**src/rtl/fetch_pkg.sv**
```systemverilog
// Shared types and helpers for the instruction-fetch front end.
package fetch_pkg;

  localparam int FETCH_AW = 16;
  localparam int FETCH_DW = 16;

  typedef enum logic {RUN = 1'b0, DRAIN = 1'b1} fetch_state_e;

  typedef struct packed {
    logic [FETCH_AW-1:0] pc;
    logic [FETCH_DW-1:0] instr;
  } fetch_entry_t;

  // Sign-extend the low off_w bits of raw to 32 bits.
  function automatic logic [31:0] sext_off(input logic [31:0] raw, input int off_w);
    logic [31:0] sh;
    sh = raw << (32 - off_w);
    return $unsigned($signed(sh) >>> (32 - off_w));
  endfunction

endpackage

```
**src/rtl/fetch_queue.sv**
```systemverilog
// Synchronous prefetch FIFO; flush wins over push/pop, head reads as zero when empty.
module fetch_queue #(
  parameter int W     = 32,
  parameter int DEPTH = 2,
  parameter int CW    = $clog2(DEPTH+1)
) (
  input  logic          clk,
  input  logic          rst,
  input  logic          push,
  input  logic          pop,
  input  logic          flush,
  input  logic [W-1:0]  din,
  output logic [W-1:0]  dout,
  output logic [CW-1:0] count,
  output logic          empty
);
  localparam int PW = (DEPTH > 1) ? $clog2(DEPTH) : 1;

  logic [W-1:0]  mem [DEPTH];
  logic [PW-1:0] rd_ptr, wr_ptr;
  logic          full, do_push, do_pop;

  function automatic logic [PW-1:0] ptr_inc(input logic [PW-1:0] p);
    return (p == PW'(DEPTH-1)) ? '0 : p + PW'(1);
  endfunction

  assign empty   = (count == '0);
  assign full    = (count == CW'(DEPTH));
  assign do_push = push & ~full;
  assign do_pop  = pop & ~empty;
  assign dout    = empty ? '0 : mem[rd_ptr];

  always_ff @(posedge clk or posedge rst) begin
    if (rst) begin
      rd_ptr <= '0;
      wr_ptr <= '0;
      count  <= '0;
    end else if (flush) begin
      rd_ptr <= '0;
      wr_ptr <= '0;
      count  <= '0;
    end else begin
      if (do_push) wr_ptr <= ptr_inc(wr_ptr);
      if (do_pop)  rd_ptr <= ptr_inc(rd_ptr);
      count <= count + CW'(do_push) - CW'(do_pop);
    end
  end

  always_ff @(posedge clk) begin
    if (do_push && !flush) mem[wr_ptr] <= din;
  end

endmodule

```
**src/rtl/fetch_unit.sv**
```systemverilog
// Fetch front end: owns the PC, issues one outstanding memory request at a time,
// buffers instructions in a prefetch queue and applies branch/jump redirects.
module fetch_unit
  import fetch_pkg::*;
#(
  parameter int             DW       = 16,
  parameter int             AW       = 16,
  parameter int             OFF_W    = 8,
  parameter int             QDEPTH   = 2,
  parameter logic [AW-1:0]  RESET_PC = '0
) (
  input  logic          clk,
  input  logic          reset,
  output logic          mem_req,
  output logic [AW-1:0] mem_addr,
  input  logic          mem_ack,
  input  logic [DW-1:0] mem_rdata,
  output logic [DW-1:0] ir_out,
  output logic [AW-1:0] ir_pc,
  output logic          ir_valid,
  input  logic          ir_ready,
  input  logic          br_take,
  input  logic          jmp_take,
  input  logic [AW-1:0] jmp_addr
);
  localparam int CW = $clog2(QDEPTH+1);

  fetch_state_e     state, state_next;
  logic [AW-1:0]    fetch_pc, fetch_pc_next, target;
  logic             redirect, hold, push, pop, req_next;
  logic [CW-1:0]    q_count, count_next;
  logic [AW+DW-1:0] q_head;
  logic             q_empty;

  assign redirect = jmp_take | (br_take & ir_valid);
  assign hold     = mem_req & ~mem_ack;
  assign target   = jmp_take ? jmp_addr
                             : ir_pc + AW'(sext_off(32'(ir_out), OFF_W));

  always_ff @(posedge clk or posedge reset) begin
    if (reset) state <= RUN;
    else       state <= state_next;
  end

  // A redirect that catches a fetch still in flight must wait out its ack.
  always_comb begin
    state_next = state;
    case (state)
      RUN:     if (redirect && hold) state_next = DRAIN;
      DRAIN:   if (mem_req && mem_ack) state_next = RUN;
      default: state_next = RUN;
    endcase
  end

  always_comb begin
    push = 1'b0;
    pop  = ir_valid & ir_ready & ~redirect;
    if (state == RUN) push = mem_req & mem_ack & ~redirect;
  end

  assign count_next    = redirect ? '0 : q_count + CW'(push) - CW'(pop);
  assign req_next      = hold | ((state_next == RUN) && (count_next < CW'(QDEPTH)));
  assign fetch_pc_next = redirect ? target : (push ? fetch_pc + AW'(1) : fetch_pc);

  always_ff @(posedge clk or posedge reset) begin
    if (reset) begin
      fetch_pc <= RESET_PC;
      mem_req  <= 1'b0;
      mem_addr <= RESET_PC;
    end else begin
      fetch_pc <= fetch_pc_next;
      mem_req  <= req_next;
      mem_addr <= hold ? mem_addr : fetch_pc_next;
    end
  end

  fetch_queue #(.W(AW+DW), .DEPTH(QDEPTH), .CW(CW)) u_queue (
    .clk   (clk),
    .rst   (reset),
    .push  (push),
    .pop   (pop),
    .flush (redirect),
    .din   ({mem_addr, mem_rdata}),
    .dout  (q_head),
    .count (q_count),
    .empty (q_empty)
  );

  assign ir_valid        = ~q_empty;
  assign {ir_pc, ir_out} = q_head;

endmodule

```
**config.mk**
```make
export PLATFORM = sky130hd
export DESIGN_NAME = fetch_unit
export DESIGN_NICKNAME = d
export VERILOG_FILES = /design/src/rtl/fetch_pkg.sv /design/src/rtl/fetch_queue.sv /design/src/rtl/fetch_unit.sv
export SDC_FILE = /design/constraint.sdc
export NUM_CORES = 1
export LEC_CHECK = 0
export ABC_AREA = 1
export ABC_CLOCK_PERIOD_IN_PS = 4250
export BUFFER_PORTS_ARGS = -buffer_cell sky130_fd_sc_hd__buf_2
export CORE_AREA = 4 4 100 174
export CTS_CLUSTER_SIZE = 25
export DETAILED_ROUTE_END_ITERATION = 10
export DIE_AREA = 0 0 104 178
export PLACE_DENSITY_LB_ADDON = 0.08
export SLEW_MARGIN = 20
export SYNTH_ARGS = -nofsm -noshare
export SYNTH_HDL_FRONTEND = slang
export SYNTH_SLANG_ARGS = --single-unit
```
**constraint.sdc**
```tcl
create_clock -name clk -period 4.25 [get_ports clk]
set_input_delay 0.6375 -clock clk [delete_from_list [all_inputs] [get_ports clk]]
set_output_delay 0.6375 -clock clk [all_outputs]
set_load 0.01 [all_outputs]
```
Word-level counts from Yosys, hierarchy flattened
Memory sizes are Yosys's and may differ from the RTL's.
Index checks and enable logic that the tools add are counted.
{ "classes": {"add_sub_neg": 8, "n_mul": 0, "n_div": 0, "n_lt_le_gt_ge": 1, "eq_ne": 1, "n_shift": 0, "n_mux": 18, "bitwise": 16, "n_reduce_logical": 8} }
{ "ops": {"columns": ["op", "count"], "rows": [
  ["$mux 16", 3],
  ["$mux 32", 1],
  ["$add 16x1->16 const B", 1],
  ["$add 16x16->16", 1],
  ["$mux 1", 11],
  ["$and 1x1->1", 8],
  ["$not 1->1", 6],
  ["$add 2x1->2", 2],
  ["$logic_and 1x1->1", 4],
  ["$mux 2", 2],
  ["$reduce_bool 2->1", 2],
  ["$sub 2x1->2", 2],
  ["$add 1x1->1 const B", 2],
  ["$eq 2x2->1 const B", 1],
  ["$logic_not 2->1", 1],
  ["$lt 2x2->1 const B", 1],
  ["$or 1x1->1", 2],
  ["$pmux 1 s2", 1],
  ["$logic_not 1->1", 1]
]} }
{ "word_totals": {"ff_bits": 38, "latch_bits": 0, "ram_bits": 64, "mem_bits_ro": 0, "in_bits": 38, "memories": 1} }
{ "memory_table": {"columns": ["memory", "depth", "word_bits", "rd", "rd_clocked_by_memory_dff", "wr", "line_no", "rtl"], "rows": [
  ["u_queue.mem", 2, 32, 1, 0, 1, "fetch_queue.sv:19", "logic [W-1:0] mem [DEPTH];"]
]} }

Longest topological paths before layout
Gate-level depths: netlist (run 1).
{ "depth": {"depth_word": 13, "ltp_mapped": 19, "mapped_depth_nobuf": 18} }

By module
Synthesis (run 1) repeated with hierarchy kept, for this count alone.
{ "hier_totals": {"hier_cells": 663, "hier_area_um2": 5703.0} }
{ "by_module_without_submodules": {"columns": ["module", "instances", "cells_per_inst", "area_each_um2", "seq_area_each_um2"], "rows": [
  ["fetch_unit", 1, 456, 2900.3, 850.8],
  ["fetch_queue", 1, 207, 2802.7, 2021.9]
]} }

Worst setup path after synthesis (run 1)
Ideal clock, no wire load.
{ "synth_path": {"path_type": "input port to flip-flop", "start": "input mem_ack", "end": "memory u_queue.mem[0][0] (enable)", "setup_time_ns": 0.421, "arrival_ns": 2.717, "required_ns": 3.829, "path_slack_ns": 1.112, "path_stages": 7, "path_buffers": 1, "path_cell_list": "nand2_1 nor2_1 nand2_4 buf_6 a21oi_2 inv_1 nor2_1"} }
{ "synth_via": {"elab_chain_len": 7} }
{ "synth_rtl": {"columns": ["item", "line_no", "rtl"], "rows": [
  ["from (decl)", "fetch_unit.sv:16", "input logic mem_ack,"],
  ["$and 1x1->1 (2 in a row)", "fetch_unit.sv:58", "if (state == RUN) push = mem_req & mem_ack & ~redirect;"],
  ["$mux 1", "fetch_unit.sv:58", null],
  ["$and 1x1->1", "fetch_queue.sv:29", "assign do_push = push & ~full;"],
  ["$logic_and 1x1->1", "fetch_queue.sv:50", "if (do_push && !flush) mem[wr_ptr] <= din;"],
  ["$mux 1", "fetch_queue.sv:50", null],
  ["$mux 1 (not written as such)", "fetch_queue.sv:50", null],
  ["to (decl)", "fetch_queue.sv:19", null]
]} }
No other way between the ends.

Final worst setup path (run 1)
{ "layout_path": {"start": "register u_queue.count[1]", "end": "register mem_addr[8]"} }
{ "layout_via": {"elab_chain_len": 9} }
{ "layout_rtl": {"columns": ["item", "line_no", "rtl"], "rows": [
  ["from (decl)", "fetch_queue.sv:14", "output logic [CW-1:0] count,"],
  ["from (signal assigned)", "fetch_queue.sv:45", "count <= count + CW'(do_push) - CW'(do_pop);"],
  ["$logic_not 2->1 (*)", "fetch_queue.sv:27", "assign empty = (count == '0);"],
  ["branches (longest 7 deep; another with $add 16x16->16)", null, null],
  ["$mux 16 (*)", "fetch_unit.sv:63", "assign fetch_pc_next = redirect ? target : (push ? fetch_pc + AW'(1) : fetch_pc);"],
  ["named net fetch_pc_next[8]", "fetch_unit.sv:29", "logic [AW-1:0] fetch_pc, fetch_pc_next, target;"],
  ["to (signal assigned)", "fetch_unit.sv:73", "mem_addr <= hold ? mem_addr : fetch_pc_next;"],
  ["to (decl)", "fetch_unit.sv:15", "output logic [AW-1:0] mem_addr,"]
]} }
Mark *: on every way through the listed nets, which the timed path passes.
A chain may end at the register's enable or synchronous reset.

==> impl_summary.md, run 1 <==
Power and ir drop
The leakage power is about 3.2 nW. The worst-case vdd ir drop is 0.000256 V. The total power is ~4.0 mW.

The power density over the cells is 618 nW/um^2.

STA
The final-layout worst hold slack is 0.400 ns. The worst path in the final design needs a cycle of roughly 3.6 ns, including I/O delays and setup. The upper clock frequency limit is roughly 0.28 GHz.

In the post-route analysis, the smallest setup slack over all paths is 0.685 ns. The final total negative setup slack is 0 ns. The number of endpoints with negative hold slack in the final report came to 0. The actual slew at the worst max-slew pin is around 1.0 ns. The final setup skew is 0.0143 ns. The share of the clock period used by the worst path after layout is 0.839.

Setup repair after global routing left no endpoint under its margin. The worst slew slack as a fraction of its limit is 0.311. The final-report max-slew violation count was 0. The setup-violating endpoint count in the final report is 0.

Floorplanning
The die footprint is ~19000 um^2. The placement row count is roughly 60. The core area is 15900 um^2. From bottom edge to top edge, the die measures between 150 and 200 um. Pin placement for this block handled 88 I/O pins. From left edge to right edge, the die measures 104 um. The initial core utilization is 0.348.

Critical path
The worst setup path endpoint is mem_addr[8]. The kind of critical path is register to register. The worst setup path is launched from a register. The worst register-to-register path has a setup slack of 0.68 ns. The maximum net fanout on the critical path is 30. At the worst endpoint, the required time is roughly 4.5 ns. The worst path arrival time is 3.85 ns.

The worst register-to-register path begins at u_queue.count[1]. The kind of end point of the critical path is a register. Tracing the worst setup path back leads to its startpoint at u_queue.count[1].

The endpoint identified for the worst register-to-register timing path is mem_addr[8]. The worst register-to-register path has a depth of 16.

Cells and area
With fillers left out, the area of the finished cells amounts to 6490 um^2. Once layout is complete, the utilization of the core stands at 0.409. The layout-stage area growth over the synthesis result is 17.5%. In the final layout, the share of cells above drive strength 1 is 0.161. The number of filler instances in the final layout is 1674. For this run, the post-layout net count is roughly 800. The count of cells in the finished layout, fillers not included, comes to ~960. The number of diodes is 0.

Synthesis
The cell type with the largest total area after synthesis is edfxtp_1. The mean instance size in the synthesized netlist is 8.12 um^2. The register area share after synthesis is 0.520. In this run, distinct cell masters in the synthesized netlist total 36. The cell area that synthesis handed to floorplanning was 5520 um^2.

The number of nets handed over by synthesis was between 700 and 800. The proportion of netlist area held by the largest area contributor is 0.348. The total of warnings raised by yosys is 0. Counting flops and latches in the post-synthesis netlist gives 102. Ranked by total cell area, the synthesized netlist is headed by edfxtp_1 (35%), nand2_1 (18%), dfrtp_1 (17%), inv_1 (5.4%), ha_1 (4.3%). The post-synthesis cell count is between 600 and 700.

GRT
Summed over all layers, the global routing overflow is 0. The global-route wire length before repair is about 27 mm. The initial antenna violation count is 0. The combined global-route utilization of all metal layers is 0.187. The pin count of the biggest net entering global routing is 39. The number of global-route vias before repair came to 4848.

Place
The post-placement worst setup slack is about 0.68 ns. The total cell area at the placement stage is roughly 6200 um^2. At the end of routability-driven placement, the weighted congestion stood at ~0.9. The total placed cells including tap cells is 942. Detailed placement finished with a half-perimeter wire length of 12.9 mm.

The total of buffers placed on input and output ports is 87.

Drt
The routed length per instance is 17.8 um. In the routed layout, each cell is associated on average with a via count of roughly 4.9. The number of optimization iterations in the first detailed-route pass is 4. The detailed router finished its first iteration with 169 violations. The count of nets left with antenna violations once routing finished came out at 0.

The number of DRC violations after detailed routing is 0. The total number of vias is 4708. For this block, the routed nets add up to around 17 mm of wire.

Clocking
The tree built by TritonCTS fans out to 102 sinks. Counting along the longest clock path gives a buffer depth of 2. The number of clock buffers inserted by TritonCTS is 9. After clock tree synthesis, the setup repair step added 0 buffers. CTS placed an instance of clkbuf_16 at the clock tree root. After clock tree synthesis, the clock-pin slew on the worst setup and hold paths is 0.08 ns.

In this run the number of H-tree levels came out at 3. At the later pin of the worst-skew pair, clock insertion delay measures 0.35 ns. TritonCTS built the clock tree.

Run
The number of max-cap violations is 0.

Hold path
The worst hold path belongs to the class input pin to async pin.

Status
The run finished with clean final reports.
## per-layer routing
metal  share of wire  global-route usage
met2            0.54               0.353
met5               0                   0
met4           0.023              0.0688
met1            0.40               0.211
met3           0.035              0.0330
## final cells by class
class                   instances  area, um^2  area share
clock buffers                  11         254      0.0392
well taps                     189         236      0.0365
repair buffers                 92         473      0.0729
inverters                      82         317      0.0488
clock inverters                 5        72.6      0.0112
flip-flops and latches        102        2870       0.443
multi-input cells             477        2260       0.349
## cells by family after synthesis
kind of cell | Yosys count | share of synthesized area
AND/OR/NAND/NOR | 376 | 0.277
flip-flops | 102 | 0.520
buffers and inverters | 101 | 0.0723
AO/OA/AOI/OAI | 75 | 0.0746
adder cells (fa/ha/maj) | 20 | 0.0467
XOR/XNOR | 6 | 0.00952
## timing repair
item,4_1_cts,5_1_grt
hold buffers,0,0
setup endpoints to repair,0,1
resized for setup,0,1
## cells in the final DEF (no fill, tap or decap), drive strengths merged, types with 2 or more instances in the layout
| cell type | Yosys | routed |
|---|---|---|
| a21oi | 44 | 44 |
| and2 | 2 | 2 |
| buf | 8 | 92 |
| clkbuf | 11 | 11 |
| clkinv | 1 | 3 |
| dfrtp | 38 | 38 |
| edfxtp | 64 | 64 |
| ha | 19 | 19 |
| inv | 81 | 82 |
| nand2 | 261 | 261 |
| nand3 | 35 | 35 |
| nand4 | 6 | 6 |
| nor2 | 57 | 57 |
| nor3 | 12 | 12 |
| o211ai | 2 | 2 |
| o21ai | 25 | 25 |
| o22ai | 2 | 2 |
| or2 | 2 | 2 |
| xnor2 | 2 | 2 |
| xor2 | 4 | 4 |
## where the power goes
group | total, mW | leakage [nW] | switching (mW) | internal, mW
clock network | 0.900 | 0.159 | 0.396 | 0.504
logic | 1.58 | 1.94 | 1.08 | 0.498
registers | 1.53 | 1.06 | 0.203 | 1.33
## Yosys cell counts
| cell | number |
|---|---|
| buf_2 | 6 |
| o21ai_1 | 6 |
| ha_1 | 19 |
| clkbuf_1 | 11 |
| o21ai_2 | 1 |
| edfxtp_1 | 64 |
| buf_1 | 1 |
| a21oi_4 | 1 |
| nor3_2 | 1 |
| nand3b_1 | 1 |
| nand2_1 | 258 |
| o21ai_0 | 18 |
| o22ai_2 | 1 |
| nand3_1 | 35 |
| dfrtp_1 | 38 |
| nand2_2 | 1 |
| inv_2 | 2 |
| and2_1 | 2 |
| inv_1 | 79 |
| o31ai_1 | 1 |
| a21oi_2 | 1 |
| nand2_4 | 2 |
| o22ai_1 | 1 |
| o211ai_1 | 2 |
| a31oi_1 | 1 |
| nor2_2 | 2 |
| xor2_1 | 4 |
| nand4_1 | 6 |
| nor2_1 | 55 |
| nor3_1 | 11 |
| or2_2 | 2 |
| clkinv_4 | 1 |
| fa_1 | 1 |
| xnor2_1 | 2 |
| a21oi_1 | 42 |
| buf_6 | 1 |
## how the worst min path moves through the flow
| stage | depth (start not counted) | from | slack, ns | end |
|---|---|---|---|---|
| global route | 3 | reset | 0.44 | mem_addr[1] |
| finish | 3 | reset | 0.40 | mem_addr[1] |
| floorplan | 2 | state | 0.49 | state |
| detailed placement | 0 | mem_addr[10] | 0.50 | u_queue.mem[1][26] |
| global placement | 0 | mem_addr[0] | 0.49 | u_queue.mem[0][16] |
| CTS | 3 | reset | 0.42 | mem_addr[1] |
## sequential cells by signal, summed over array words and instances, names as in the netlist
signal / count
u_queue.mem: 64
fetch_pc: 16
mem_addr: 16
u_queue.count: 2
mem_req: 1
state: 1
u_queue.rd_ptr: 1
u_queue.wr_ptr: 1
## worst max-delay path, stage by stage, from the launching register on
cell and delay, ns:
dfrtp_1 0.46, inv_2 0.07, nand2_4 0.12, clkinvlp_4 0.50, nor3_1 0.53, inv_1 0.12
fa_1 0.43, inv_1 0.17, nand3_1 0.11, nand3_1 0.17, a21oi_1 0.10, or2_2 0.28
nand3_1 0.09, nand2_1 0.07, nand2_1 0.12, nand2_1 0.08, nand2_1 0.08
Power figures use the tool's default switching activity.
==> inputs of run 2 (changes only) <==
--- a/config.mk
+++ b/config.mk
@@ -5,13 +5,13 @@
 export SDC_FILE = /design/constraint.sdc
 export NUM_CORES = 1
 export LEC_CHECK = 0
-export ABC_AREA = 1
-export ABC_CLOCK_PERIOD_IN_PS = 4250
+export ABC_AREA = 0
+export ABC_CLOCK_PERIOD_IN_PS = 3000
 export BUFFER_PORTS_ARGS = -buffer_cell sky130_fd_sc_hd__buf_2
-export CORE_AREA = 4 4 100 174
+export CORE_AREA = 4 4 99 171
 export CTS_CLUSTER_SIZE = 25
 export DETAILED_ROUTE_END_ITERATION = 10
-export DIE_AREA = 0 0 104 178
+export DIE_AREA = 0 0 103 175
 export PLACE_DENSITY_LB_ADDON = 0.08
 export SLEW_MARGIN = 20
 export SYNTH_ARGS = -nofsm -noshare
==> constraint.sdc (replaced) <==
create_clock -name clk -period 3 [get_ports clk]
set_input_delay 0.45 -clock clk [delete_from_list [all_inputs] [get_ports clk]]
set_output_delay 0.45 -clock clk [all_outputs]
set_load 0.01 [all_outputs]
==> run 2 against run 1 <==
Hold slack worse by 0.18 ns. Clock-buffer cell count is 2 lower. Via count is 14% lower.
==> impl_summary.md, run 2 <==
Status
The flow ran to the end, and the final reports show no timing, DRC or antenna violations.

Cells and area
The share of post-route cells with drive strength above 1 was 0.276 (+0.115). The largest registers in the layout are u_queue.mem x64, fetch_pc x16, mem_addr x16. The flip-flop count of the largest register after layout is 64 (unchanged). In the layout the commonest cells are buf_2 (87), edfxtp_1 (64), nor2_1 (59).

The library cell used most frequently in the layout, excluding fill and tap cells, is buf_2. The top register by number of flip-flops is u_queue.mem. The non-filler instance count after layout is 773 (-19%). The final net count is 640 (-22%).

Compared with the post-synthesis result, the final layout area differs by 22.1%. The number of diodes came to 0 (unchanged).

Synthesis
The register area share after synthesis is 0.534 (+0.0138). The XOR/XNOR share of the synthesized area came to 0.0391 (+0.0296). The number of enable-type register cells in the synthesized netlist is 64 (unchanged). The mean instance size in the synthesized netlist is 11.3 um^2 (+39%). The area fraction in compound gates after synthesis is 0.118 (+0.0432). The total of warnings raised by yosys was 0 (unchanged). After synthesis, the largest family of logic cells by area is simple AND/OR/NAND/NOR gates. The share of async-settable or async-resettable flops after synthesis is 0.373 (unchanged). The multiplexer fraction of the synthesized cell area is 0.0772 (+0.0772). The unique cell type count in the Yosys netlist is 60 (+67%). By area the synthesized netlist is led by edfxtp_1 (36%), dfrtp_1 (18%), mux2i_1 (6.9%), ha_1 (4.4%), nor2_1 (4.2%). The adder and majority cell fraction of the synthesized area is 0.0479 (+0.00124). The most used flip-flop cell after synthesis is edfxtp_1. The simple-gate area share of the yosys netlist was 0.152 (-0.125).

The number of nets produced by synthesis is 535 (-28%). The number of flip-flops and latches in the synthesized netlist is 102 (unchanged). The netlist area before placement came to 5380 um^2 (-2.6%). edfxtp_1 takes more of the synthesized area than any other cell. The cell with the most instances after synthesis is edfxtp_1. The proportion of netlist area held by the largest area contributor is 0.357 (+0.00923). The post-synthesis cell count is 477 (-30%). Ranked by instance count, the synthesized netlist is headed by edfxtp_1 (64), nor2_1 (60), nand2_1 (42), dfrtp_1 (38), mux2i_1 (37).

Clocking
The number of sinks handled by clock tree synthesis is 102 (unchanged). The clock latency on the worst-skew pair is 0.35 ns (about the same). The number of H-tree levels came to 3 (unchanged). The number of buffers on the longest clock path came to 2 (unchanged). The clock-pin slew reported for the worst setup and hold paths after clock tree synthesis is 0.08 ns (about the same).

TritonCTS built the clock tree. The number of clock buffers inserted by TritonCTS came to 9 (unchanged). The clock root buffer is clkbuf_16.

Drt
The detailed-route vias per instance is 5.25 (+6.8%). The routed length on met3 is 662 um (+11%). The number of DRC violations after detailed routing is 0 (unchanged). The violation count after the first detailed-routing iteration is 156 (-7.7%).

The total number of vias is 4058 (-14%). The count of nets left with antenna violations after detail routing is 0 (unchanged). The highest layer touched by signal routing is met4. The post-route met1 wirelength came to 6.04 mm (-12%). The routed length per instance is 19.6 um (+10%). The sum of met2 wire segment lengths after detailed routing is 8.03 mm (-12%).

The number of optimization iterations in the first detailed-route pass came to 4 (unchanged). The total detailed-routing wirelength is 15.1 mm (-11%).

GRT
The global-route wire length before repair was 22.9 mm (-14%). The global route total overflow is 0 (unchanged). The number of global-route vias before repair is 4072 (-16%). The initial antenna violation count is 0 (unchanged). The pin count of the biggest net entering global routing is 39 (unchanged). The combined global-route utilization of all metal layers is 0.168 (-0.0192).

STA
The number of endpoints with negative hold slack in the final report was 0 (unchanged). The final-layout worst hold slack is 0.217 ns (-0.183 ns). The worst slew slack as a fraction of its limit came to 0.597 (+0.287). The final setup skew is 0.0108 ns (-0.00348 ns). The setup-violating endpoint count in the final report is 0 (unchanged). The upper clock frequency limit came to 0.340 GHz (+21%). The share of the clock period used by the worst path after layout is 0.980 (+0.141).

The actual slew at the worst max-slew pin came to 0.604 ns (-0.428 ns). The final total negative setup slack is 0 ns (unchanged). The final-report max-slew violation count came to 0 (unchanged). The minimum clock period after layout is 2.94 ns (-0.625 ns).

Critical path
The number of cells traversed by the worst register-to-register path is 13 (-3). The startpoint of the most critical register-to-register path is u_queue.rd_ptr. The cell repeated most along the worst path is mux2i_1. The kind of critical path is register to register. The destination of the worst register-to-register timing path is mem_addr[12]. The data required time of the worst path is 3.25 ns (-1.29 ns). The cell family contributing the most delay on the critical path is compound AO/OA/AOI/OAI gates. The maximum net fanout on the critical path is 5 (-83%). The worst setup path is launched from a register.

The number of buffer and inverter instances along the worst setup path is 3 (-1). Walking the worst path, the cells encountered are clkbuf_4, mux2i_1, nor2_1, ha_2, inv_1, fa_2, nor2b_4, o21bai_1, a31oi_1, buf_4, a41oi_2, mux2i_1, o31ai_1. The delay of the slowest cell on the worst path is 0.49 ns (-0.04 ns). The worst path arrival time is 3.19 ns (-0.66 ns). The kind of end point of the critical path is a register. The worst-path cell with the longest stage delay is dfrtp_4. The setup slack on the worst flop-to-flop path is 0.06 ns (-0.63 ns).

Floorplanning
The width of the chip is 103 um (-0.96%). The core area came to 15500 um^2 (-2.6%). The die footprint is 18000 um^2 (-2.6%).

The count of boundary I/O pins is 88 (unchanged). The vertical extent of the die is 175 um (-1.7%). The placement row count is 60 (-1.6%).

The initial core utilization is 0.348 (about the same).

Power and ir drop
The leakage power is 2.72 nW (-14%). The total power is 6.26 mW (+56%). The worst-case vdd ir drop is 0.000397 V (+55%). The power density over the cells is 953 nW/um^2 (+54%).

Place
The total of buffers placed on input and output ports is 87 (unchanged). The half-perimeter wire length after detailed placement was 11.2 mm (-13%). The total placed cells including tap cells was 752 (-20%). The routability congestion estimate from global placement was 0.836 (-5.9%).

Run
The number of max-cap violations is 0 (unchanged).

Hold path
The tightest min-delay check is of the input pin to async pin type.
==> run 2: kinds of logic (layout without fill, tap and decap cells) <==
family / count (synthesis) / after routing
multiplexers: 41 / 41
AO/OA/AOI/OAI: 91 / 91
AND/OR/NAND/NOR: 164 / 164
flip-flops: 102 / 102
buffers and inverters: 35 / 145
adder cells (fa/ha/maj): 20 / 20
XOR/XNOR: 24 / 24
==> run 2: stage by stage <==
stage / area, um^2 / util / worst slack (ns)
after global placement: 6150 / 0.398 / -0.0565
final: 6570 / 0.425 / 0.0599
after global routing: 6570 / 0.425 / -0.0144
after CTS: 6480 / 0.419 / 0.000242
after detailed placement: 6150 / 0.398 / -0.0883
after floorplan: 5400 / - / 0.000872
==> run 2: repair_timing <==
action | 4_1_cts | 5_1_grt
gates cloned | 0 | 0
hold endpoints to repair | 0 | 0
resized for setup | 1 | 10
pin swaps | 0 | 2
setup endpoints to repair | 3 | 18
setup buffers | 0 | 5
hold buffers | 0 | 0
==> run 2: worst reg2reg max path, stage by stage, from the launching register on <==
cell and delay, ns:
dfrtp_4 0.49, clkbuf_4 0.20, mux2i_1 0.13, nor2_1 0.15, ha_2 0.22, inv_1 0.06, fa_2 0.37, nor2b_4 0.18
o21bai_1 0.10, a31oi_1 0.19, buf_4 0.17, a41oi_2 0.13, mux2i_1 0.19, o31ai_1 0.26
==> run 2: cell type report <==
cell class | instances | area [um^2]
timing repair buffer | 114 | 688
fill | 1501 | 8900
clock buffer | 9 | 225
inverter | 15 | 56.3
tap | 186 | 233
multi-input combinational | 340 | 2390
clock inverter | 7 | 103
sequential | 102 | 2880
==> run 2: where the power goes <==
part	switching, mW	internal [mW]	leakage (nW)
combinational	1.64	1.13	1.52
sequential	0.304	1.88	1.04
clock	0.563	0.746	0.163
total	2.50	3.76	2.72
==> run 2: layer usage <==
metal,global-route usage,up-vias
met4,0.0492,0
met3,0.0272,16
met2,0.297,96
met5,0,-
met1,0.206,1995
li1,-,1951
==> run 2: worst max-delay path by stage <==
stage / startpoint / end / slack [ns] / cells after the start
6_report: u_queue.rd_ptr / mem_addr[12] / 0.06 / 13
5_1_grt: u_queue.count[0] / fetch_pc[15] / -0.01 / 10
4_1_cts: u_queue.rd_ptr / mem_addr[12] / 0.0002 / 12
3_5_place_dp: u_queue.rd_ptr / mem_addr[12] / -0.09 / 12
3_3_place_gp: u_queue.rd_ptr / mem_addr[12] / -0.06 / 12
2_1_floorplan: u_queue.rd_ptr / mem_addr[12] / 0.0009 / 13
==> inputs of run 3 (changes only) <==
--- a/config.mk
+++ b/config.mk
@@ -9,11 +9,13 @@
 export ABC_CLOCK_PERIOD_IN_PS = 3000
 export BUFFER_PORTS_ARGS = -buffer_cell sky130_fd_sc_hd__buf_2
 export CORE_AREA = 4 4 99 171
-export CTS_CLUSTER_SIZE = 25
+export CTS_CLUSTER_SIZE = 16
 export DETAILED_ROUTE_END_ITERATION = 10
 export DIE_AREA = 0 0 103 175
 export PLACE_DENSITY_LB_ADDON = 0.08
+export RECOVER_POWER = 100
 export SLEW_MARGIN = 20
 export SYNTH_ARGS = -nofsm -noshare
 export SYNTH_HDL_FRONTEND = slang
+export SYNTH_HIERARCHICAL = 1
 export SYNTH_SLANG_ARGS = --single-unit
==> run 3 against run 2 <==
The flow now finishes with violations (capacitance limit, slew limit). Non-clock buffer count increased by 7. First-iteration DRC count is 26% higher. Sequential cell count did not move. Largest cell class unchanged. Via count is 0.49% higher. Critical path type unchanged. Clock skew fell by 0.0046 ns. Critical path depth is 3 lower. Area after synthesis is 0.16% lower. Setup slack improved by 0.053 ns.
==> impl_summary.md, run 3 <==
Status
The flow ran to the end, but the final reports show violations. The final reports fail on capacitance limit, slew limit.

Floorplanning
The vertical extent of the die is 175 um (unchanged). The die footprint is 18000 um^2 (unchanged). The placement row count is 60 (unchanged).

The core area is 15500 um^2 (unchanged). The initial core utilization is 0.347 (-0.000566). The width of the chip is 103 um (unchanged). The count of boundary I/O pins came to 88 (unchanged).

Critical path
The worst setup path is launched from a register. The kind of critical path is register to register. The number of cells traversed by the worst register-to-register path is 10 (-3). The maximum net fanout on the critical path was 16 (+11). The data required time of the worst path is 3.24 ns (about the same).

The worst setup path is captured at a register. The worst path arrival time is 3.12 ns (-0.07 ns).

Synthesis
The register area share after synthesis is 0.535 (+0.000871). The total of warnings raised by yosys is 6 (+6). The cell with the most instances after synthesis is edfxtp_1. The netlist area before placement was 5370 um^2 (-0.16%). Counting instances in the post-synthesis netlist gives the leading cell types as edfxtp_1 (64), nor2_1 (63), dfrtp_1 (38), mux2i_1 (37), nand2_1 (31). The mean instance size in the synthesized netlist is 11.3 um^2 (-0.16%). The post-synthesis cell count is 477 (unchanged). The unique cell type count in the Yosys netlist is 66 (+10%). The share of async-settable or async-resettable flops after synthesis is 0.373 (unchanged). The synthesized design spends more area on one cell type than any other, namely edfxtp_1.

The proportion of netlist area held by the largest area contributor came to 0.358 (+0.000583). The number of enable-type register cells in the synthesized netlist is 64 (unchanged). The number of flip-flops and latches in the synthesized netlist is 102 (unchanged).

The number of nets produced by synthesis is 535 (unchanged). The most used flip-flop cell after synthesis is edfxtp_1. By area the synthesized netlist is led by edfxtp_1 (36%), dfrtp_1 (18%), mux2i_1 (6.9%), ha_1 (4.4%), nor2_1 (4.4%).

Cells and area
The flip-flop count of the largest register after layout is 64 (unchanged). The largest registers in the layout are u_queue/mem x64, fetch_pc x16, mem_addr x16. The top cell types in the final layout, fill and taps aside, are edfxtp_1 (64), nor2_1 (62), clkbuf_1 (52). The area taken by flip-flops and latches came to 2870 um^2 (about the same). The number of diodes is 0 (unchanged).

The area growth from synthesis to layout is 21.6%. The utilization of the core after routing came to 0.422 (-0.00259). The share of post-route cells with drive strength above 1 is 0.192 (-0.0837).

The combined area of the multi-input logic cells is 2390 um^2 (+0.16%). The top register by number of flip-flops is u_queue/mem. The number of filler instances in the final layout is 1524 (+1.5%). The most common cell after layout, fill and taps aside is edfxtp_1. The final net count is 646 (+0.94%).

Drt
The count of nets left with antenna violations after detail routing was 0 (unchanged). The number of optimization iterations in the first detailed-route pass came to 4 (unchanged). The routed length per instance came to 18.6 um (-4.9%). The total number of vias is 4078 (+0.49%). The violation count after the first detailed-routing iteration is 197 (+26%). The number of DRC violations after detailed routing is 0 (unchanged). The total detailed-routing wirelength is 14.5 mm (-4.2%). The detailed-route vias per instance is 5.23 (-0.28%).

GRT
The global-route wire length before repair is 22.7 mm (-1.0%). The combined global-route utilization of all metal layers is 0.166 (-0.00234). The pin count of the biggest net entering global routing is 35 (-10%).

The global route total overflow is 0 (unchanged). The number of global-route vias before repair is 4176 (+2.6%). The initial antenna violation count was 0 (unchanged).

Clocking
The clock latency on the worst-skew pair came to 0.35 ns (about the same). The number of sinks handled by clock tree synthesis is 102 (unchanged). The TritonCTS clock tree is yes. The number of buffers on the longest clock path was 2 (unchanged). The clock-pin slew reported for the worst setup and hold paths after clock tree synthesis is 0.07 ns (about the same).

The clock root buffer is clkbuf_16. The number of clock buffers inserted by TritonCTS came to 9 (unchanged). The number of H-tree levels is 3 (unchanged).

STA
The minimum clock period after layout was 2.89 ns (-0.0532 ns). The actual slew at the worst max-slew pin was 2.03 ns (+1.42 ns). The share of the clock period used by the worst path after layout is 0.962 (-0.0177).

The worst-case setup margin in the final layout is 0.113 ns (+0.0532 ns). The final setup skew is 0.00614 ns (-0.00464 ns). The number of endpoints with negative hold slack in the final report is 0 (unchanged). Setup repair after global routing could not meet its margin everywhere. The final-layout worst hold slack came to 0.290 ns (+0.0725 ns).

The setup-violating endpoint count in the final report is 0 (unchanged). The worst slew slack as a fraction of its limit is -0.351 (-0.948). The final-report max-slew violation count is 35 (+35).

The upper clock frequency limit came to 0.346 GHz (+1.8%).

Place
The total of buffers placed on input and output ports is 87 (unchanged). The post-placement worst setup slack came to 0.0388 ns (+0.127 ns). The half-perimeter wire length after detailed placement is 11.0 mm (-1.1%). The routability congestion estimate from global placement is 0.781 (-6.6%).

Power and ir drop
The total power came to 3.71 mW (-41%). The power density over the cells was 568 nW/um^2 (-40%). The leakage power was 2.59 nW (-4.7%). The worst-case vdd ir drop is 0.000249 V (-37%).

Hold path
Counting instances, the worst hold path has a depth of 1. The type of the tightest min-delay check is input pin to register.

Run
The number of max-cap violations was 1 (+1).
-- run 3: cell count changes in the layout (fill, tap and decap cells not counted), sizes merged, moves of 5 or more --
| cell | previous run | this run |
|---|---|---|
| clkbuf | 10 | 62 |
| buf | 113 | 67 |
| a21oi | 18 | 30 |
| nand2 | 43 | 31 |
| a31o | 6 | 0 |
| nand3 | 7 | 13 |
| nor3 | 11 | 5 |
| mux2 | 4 | 9 |
-- run 3: what timing repair did --
| action | 4_1_cts | 5_1_grt |
|---|---|---|
| endpoints found under the hold margin | 4 | 0 |
| setup buffers | 0 | 1 |
| resized for setup | 0 | 9 |
| hold buffers | 1 | 0 |
| setup endpoints to repair | 0 | 15 |
-- run 3: cells by family (layout without fill, tap and decap cells) --
group	after synthesis	count (layout)	share of synthesized area
simple gates	161	161	0.146
flops	102	102	0.535
compound gates	91	91	0.116
mux	46	46	0.0886
buf+inv	35	151	0.0305
xor+xnor	22	22	0.0359
fa+ha+maj	20	20	0.0480
-- run 3: report_power, final --
group	leakage, nW	switching, mW	total (mW)	internal (mW)
registers	1.03	0.107	1.74	1.63
logic	1.41	0.406	0.681	0.275
clock network	0.153	0.553	1.29	0.741
-- run 3: metal layers --
metal	wire length, um	GRT usage	up-vias
li1	-	-	1979
met1	5420	0.186	1975
met2	8030	0.307	98
met3	694	0.0300	26
met4	338	0.0508	0
met5	0	0	-
-- run 3: final timing paths --
| path | to | slack, ns | from |
|---|---|---|---|
| max in group asynchronous | fetch_pc[14] | 0.46 | reset |
| worst min register to register | u_queue/mem[1][18] | 0.50 | mem_addr[2] |
| worst min-delay path | u_queue/mem[0][15] | 0.29 | mem_rdata[15] |
| worst max register to register | mem_addr[14] | 0.11 | u_queue/rd_ptr |
| worst max-delay path | mem_addr[14] | 0.11 | u_queue/rd_ptr |
| min in group asynchronous | u_queue/wr_ptr | 0.53 | reset |
-- run 3: critical path, cell delays in order, from the launching register on --
cell and delay, ns:
dfrtp_2 0.40, buf_12 0.17, mux2i_1 0.30, nor2_4 0.07, ha_1 0.30, and2_1 0.18
a221o_2 0.40, a2111oi_4 0.35, a2111o_1 0.19, nand4_1 0.11, mux2_4 0.27
-- run 3: cell type report --
class	instances	area share
Timing Repair Buffer	121	0.0999
Clock buffer	9	0.0345
Multi-Input combinational cell	340	0.366
Clock inverter	7	0.0155
Sequential cell	102	0.440
Tap cell	186	0.0357
Inverter	14	0.00805
-- run 3: through the flow --
stage                     area [um^2]  TNS (ns)  instances
after detailed placement         6260         0        762
after global placement           6260         0        762
after floorplan                  5400         0        477
after global routing             6530   -0.0191        779
final                            6530         0        779
after CTS                        6600         0        779
